===== config.mk =====
export PLATFORM = sky130hd
export DESIGN_NAME = inflight_hazard_tracker
export DESIGN_NICKNAME = d
export VERILOG_FILES = /design/src/rtl/inflight_hazard_tracker.sv
export SDC_FILE = /design/constraint.sdc
export NUM_CORES = 1
export LEC_CHECK = 0
export BUFFER_PORTS_ARGS = -buffer_cell sky130_fd_sc_hd__buf_4
export CAP_MARGIN = 25
export CORE_ASPECT_RATIO = 1.1
export CORE_MARGIN = 5
export CORE_UTILIZATION = 36
export CTS_BUF_LIST = sky130_fd_sc_hd__clkbuf_8
export CTS_CLUSTER_SIZE = 25
export DETAILED_ROUTE_END_ITERATION = 8
export PLACE_DENSITY = 0.51
export SETUP_SLACK_MARGIN = 0.1
export SLEW_MARGIN = 20
export SYNTH_ARGS = -nofsm -noshare
export SYNTH_HDL_FRONTEND = slang
export SYNTH_SLANG_ARGS = --single-unit

===== constraint.sdc =====
create_clock -name CLK -period 8.8 [get_ports CLK]
set_input_delay 0 -clock CLK [delete_from_list [all_inputs] [get_ports CLK]]
set_output_delay 0 -clock CLK [all_outputs]
set_load 0.05 [all_outputs]

===== src/rtl/inflight_hazard_tracker.sv =====
// In-order FIFO scoreboard of in-flight register writers; raises the RAW stall and
// issue handshake at the issue/execute boundary, with partial flush and in-order retire.
module inflight_hazard_tracker #(
    parameter  int DEPTH   = 4,
    parameter  int NUM_SRC = 2,
    parameter  int REG_W   = 5,
    parameter  int FORWARD = 1,
    localparam int PW      = $clog2(DEPTH),
    localparam int CW      = $clog2(DEPTH + 1)
) (
    input  logic                     CLK,
    input  logic                     nRST,
    input  logic                     issue_valid,
    input  logic [NUM_SRC*REG_W-1:0] issue_rs,
    input  logic [NUM_SRC-1:0]       issue_rs_used,
    input  logic [REG_W-1:0]         issue_rd,
    input  logic                     issue_reg_write,
    input  logic                     issue_is_load,
    output logic                     issue_ready,
    output logic                     hazard_stall,
    input  logic                     retire_valid,
    input  logic                     flush,
    input  logic [CW-1:0]            flush_keep,
    output logic [CW-1:0]            count,
    output logic                     full,
    output logic                     empty,
    output logic                     underflow_err
);

    logic [DEPTH-1:0]   r_valid;
    logic [DEPTH-1:0]   r_wr;
    logic [DEPTH-1:0]   r_ld;
    logic [REG_W-1:0]   r_rd [DEPTH];
    logic [PW-1:0]      r_head;
    logic [PW-1:0]      r_tail;
    logic [CW-1:0]      r_count;
    logic               r_underflow;

    logic [NUM_SRC-1:0] w_src_stall;
    logic               w_full;
    logic               w_issue;
    logic               w_retire;
    logic [CW-1:0]      w_kept;

    // Walk entries oldest to youngest so the last hit is the youngest writer.
    always_comb begin
        logic [REG_W-1:0] rs;
        logic             hit;
        logic             hit_ld;
        logic [PW-1:0]    idx;
        rs          = '0;
        hit         = 1'b0;
        hit_ld      = 1'b0;
        idx         = '0;
        w_src_stall = '0;
        for (int s = 0; s < NUM_SRC; s++) begin
            rs     = issue_rs[s*REG_W +: REG_W];
            hit    = 1'b0;
            hit_ld = 1'b0;
            for (int k = 0; k < DEPTH; k++) begin
                idx = r_head + PW'(k);
                if (r_valid[idx] && r_wr[idx] && (r_rd[idx] != '0) && (r_rd[idx] == rs)) begin
                    hit    = 1'b1;
                    hit_ld = r_ld[idx];
                end
            end
            w_src_stall[s] = issue_rs_used[s] && (rs != '0) && hit && ((FORWARD == 0) || hit_ld);
        end
    end

    assign w_full       = (r_count == CW'(DEPTH));
    assign hazard_stall = issue_valid && (|w_src_stall);
    assign issue_ready  = !w_full && !hazard_stall && !flush;
    assign w_issue      = issue_valid && issue_ready;
    assign w_retire     = retire_valid && (r_count != '0);
    assign w_kept       = (flush_keep < r_count) ? flush_keep : r_count;

    always_ff @(posedge CLK or negedge nRST) begin
        if (!nRST) begin
            r_valid     <= '0;
            r_wr        <= '0;
            r_ld        <= '0;
            r_head      <= '0;
            r_tail      <= '0;
            r_count     <= '0;
            r_underflow <= 1'b0;
            for (int k = 0; k < DEPTH; k++) begin
                r_rd[k] <= '0;
            end
        end else if (flush) begin
            for (int k = 0; k < DEPTH; k++) begin
                if (CW'(k) >= w_kept) begin
                    r_valid[r_head + PW'(k)] <= 1'b0;
                end
            end
            r_tail <= r_head + PW'(w_kept);
            // A retire against a fully flushed queue targets a discarded entry: not an underflow.
            if (retire_valid && (w_kept != '0)) begin
                r_valid[r_head] <= 1'b0;
                r_head          <= r_head + PW'(1);
                r_count         <= w_kept - CW'(1);
            end else begin
                r_count <= w_kept;
            end
        end else begin
            if (w_retire) begin
                r_valid[r_head] <= 1'b0;
                r_head          <= r_head + PW'(1);
            end else if (retire_valid) begin
                r_underflow <= 1'b1;
            end
            if (w_issue) begin
                r_valid[r_tail] <= 1'b1;
                r_rd[r_tail]    <= issue_rd;
                r_wr[r_tail]    <= issue_reg_write;
                r_ld[r_tail]    <= issue_is_load;
                r_tail          <= r_tail + PW'(1);
            end
            r_count <= r_count + CW'(w_issue) - CW'(w_retire);
        end
    end

    assign count         = r_count;
    assign full          = w_full;
    assign empty         = (r_count == '0);
    assign underflow_err = r_underflow;

endmodule


==> results_dict.tcl <==
set metrics [dict create \
    drive_above_1_share_pct 28.3 \
    path_max_fanout 40 \
    critPathKind "reg -> reg" \
    die_h_um 116 \
    mostFrequentLayoutCells "dfrtp_1, buf_4, xnor2_1" \
    cp_common_cell "ha_1" \
    htree_levels 2 \
    placed_cell_area_um2 3980 \
    period_needed_ns 5.80 \
    slowest_delay_ns 1.01 \
    p_leak_nw 1.78 \
    synthTopCellsByArea "dfrtp_1, mux4_2, mux2_4" \
    rsz0062_at_grt "no" \
    cp.required_ns 8.98 \
    ir_worst_vdd_v 0.000180 \
    io_buffers 34 \
    crit_slowest_cell "dfrtp_2" \
    ant_nets 0 \
    grt_max_degree 41 \
    synth_top_area_share_pct 27.0 \
    vias 2756 \
    ys.warnings.count 0 \
    cap_violations 0 \
    dp_slack_ns 2.97 \
    drt_iter0_markers 169 \
    drt_drc_violations_left 0 \
    fp.coreArea_um2 9980 \
    holdWs_ns 0.0388 \
    wl_per_cell_um 18.4 \
    synth_edf_count 0 \
    n_antenna_cell 0 \
    place_hpwl_um 6630 \
    outcome "complete, no violations" \
    worstMarginPinSlew_ns 0.961 \
    worst_clock_skew_ns 0.00874 \
    syn-num-nets 376 \
    end_kind "flip-flop" \
    antenna_found_initial 0 \
    clockRootBuffer "clkbuf_8" \
    dp.cells 463 \
    final_core_util_pct 41.9 \
    p_total_mw 1.77 \
    final_cells 480 \
    nets 404 \
    vias_per_cell 5.74 \
    grt_pass1_vias 2828 \
    clk_pin_slew_ns 0.08 \
    async_reset_ff_share_pct 100 \
    grt_first_pass_wirelength_um 14900 \
    tritoncts.num_buffers 5 \
    drt-total-wl_um 8850 \
    critPathLaunchType "flip-flop" \
    hold_violations 0 \
    synth_area_um2 3710 \
    clkLatencyLatePin_ns 0.30 \
    slew_headroom_pct 35.9 \
    gp_congestion 0.869 \
    finalCritPeriodShare_pct 65.9 \
    finalSetupViolCount 0 \
    power-per-cell-area_nw_per_um2 423 \
    synth_area_leader_cell "dfrtp_1" \
    drt_first_pass_iters 4 \
    min-delay-path-class "in -> reg" \
    clock_path_buffers 2 \
    yosysUniqueCellTypes 54 \
    rows 38 \
    cp_data_arrival_time_ns 5.98 \
    ys_ff_latch 40 \
    layout_commonest_cell "dfrtp_1" \
    grt_usage_pct 15.1 \
    start_util_pct 37.2 \
    synthFlopType "dfrtp_1" \
    dieWidth_um 107 \
    fin_ws_ns 3.00 \
    areaGrowthSynthToFinish_pct 12.6 \
    syn_inst 331 \
    maxSlewViolCount 0 \
    fmax_mhz 172 \
    cp_cell_sequence "inv_1 > ha_1 > mux4_2 > or3_1 > a211oi_1 > nor4_1 > mux2i_1 > a21bo_1 > and2_1 > nand2_1 > ha_1 > inv_1 > ha_1 > fa_1 > xnor2_1 > xnor2_1 > a21oi_1" \
    stdcell_area_um2 4180 \
    clock_sinks 40 \
    tritoncts "built" \
    overflow 0 \
    syn_avg_cell_area_um2 11.2 \
    dieArea_um2 12400 \
    ys_seq_area_share_pct 27.0 \
    io_pins 35 \
    setup_tns_ns 0 \
]
path summary, 6_finish.rpt:
path | start | end | slack [ns] | depth (start not counted)
min in group asynchronous | nRST | count[2] | 0.20 | 2
min reg2reg | underflow_err | underflow_err | 0.49 | 1
max reg2reg | r_head[0] | count[2] | 3.00 | 17
min | flush | count[1] | 0.04 | 2
max | r_head[0] | count[2] | 3.00 | 17
max in group asynchronous | nRST | r_head[0] | 8.18 | 2
Yosys cell counts (6+ instances only):
cell / n
xor2_1: 13
a21oi_1: 11
xnor2_1: 33
inv_1: 12
clkbuf_1: 13
mux2_4: 28
mux4_2: 22
dfrtp_1: 40
nand2_1: 17
nor4_1: 6
mux2i_1: 9
nor2_1: 9
nand3_1: 9
nor3_1: 8
ha_1: 17
buf_6: 7
timing repair:
action	in CTS	in global routing
gates resized for setup	0	0
endpoints found under the hold margin	69	0
buffers inserted	0	0
hold buffers	9	0
logic make-up (layout without fill, tap and decap cells):
group           after synthesis  in the layout  synth area share (%)
compound gates               48             48                  9.10
simple gates                 81             81                  13.5
buf+inv                      35             64                  4.99
fa+ha+maj                    18             18                  6.27
xor+xnor                     46             46                  10.9
flops                        40             40                  27.0
mux                          63             63                  28.3
flip-flops by register name, indices dropped and copies added, names as in the netlist:
register	count
r_ld	4
r_tail	2
count	3
r_rd	20
r_wr	4
r_head	2
r_valid	4
underflow_err	1
layout make-up:
class	count	area (um2)
timing repair buffer	43	345
tap	120	150
clock buffer	5	68.8
fill	971	5810
inverter	13	48.8
clock inverter	3	38.8
multi-input combinational	256	2520
sequential	40	1000
where the power goes:
group | total (mW) | internal, mW | switching, mW
clock | 0.149 | 0.0831 | 0.0660
combinational | 1.18 | 0.620 | 0.559
sequential | 0.440 | 0.276 | 0.165
total | 1.77 | 0.979 | 0.790
critical path: cells and delay by family (launching register included):
kind                     cells  cell delay [ns]
AND/OR/NAND/NOR              4             0.85
multiplexers                 2             0.82
AO/OA/AOI/OAI                3             0.74
XOR/XNOR                     2             0.33
adder cells (fa/ha/maj)      4             1.73
flip-flops                   1             1.01
buffers and inverters        2             0.20
per-layer routing:
metal  global-route usage, %  up-vias  wire (um)
met3                    2.99       10        386
li1                        -     1290          -
met4                    4.43        0        127
met5                       0        -          0
met1                    21.0     1385       4250
met2                    24.1       71       4080
Note: power is estimated with default switching activity, not from simulation.
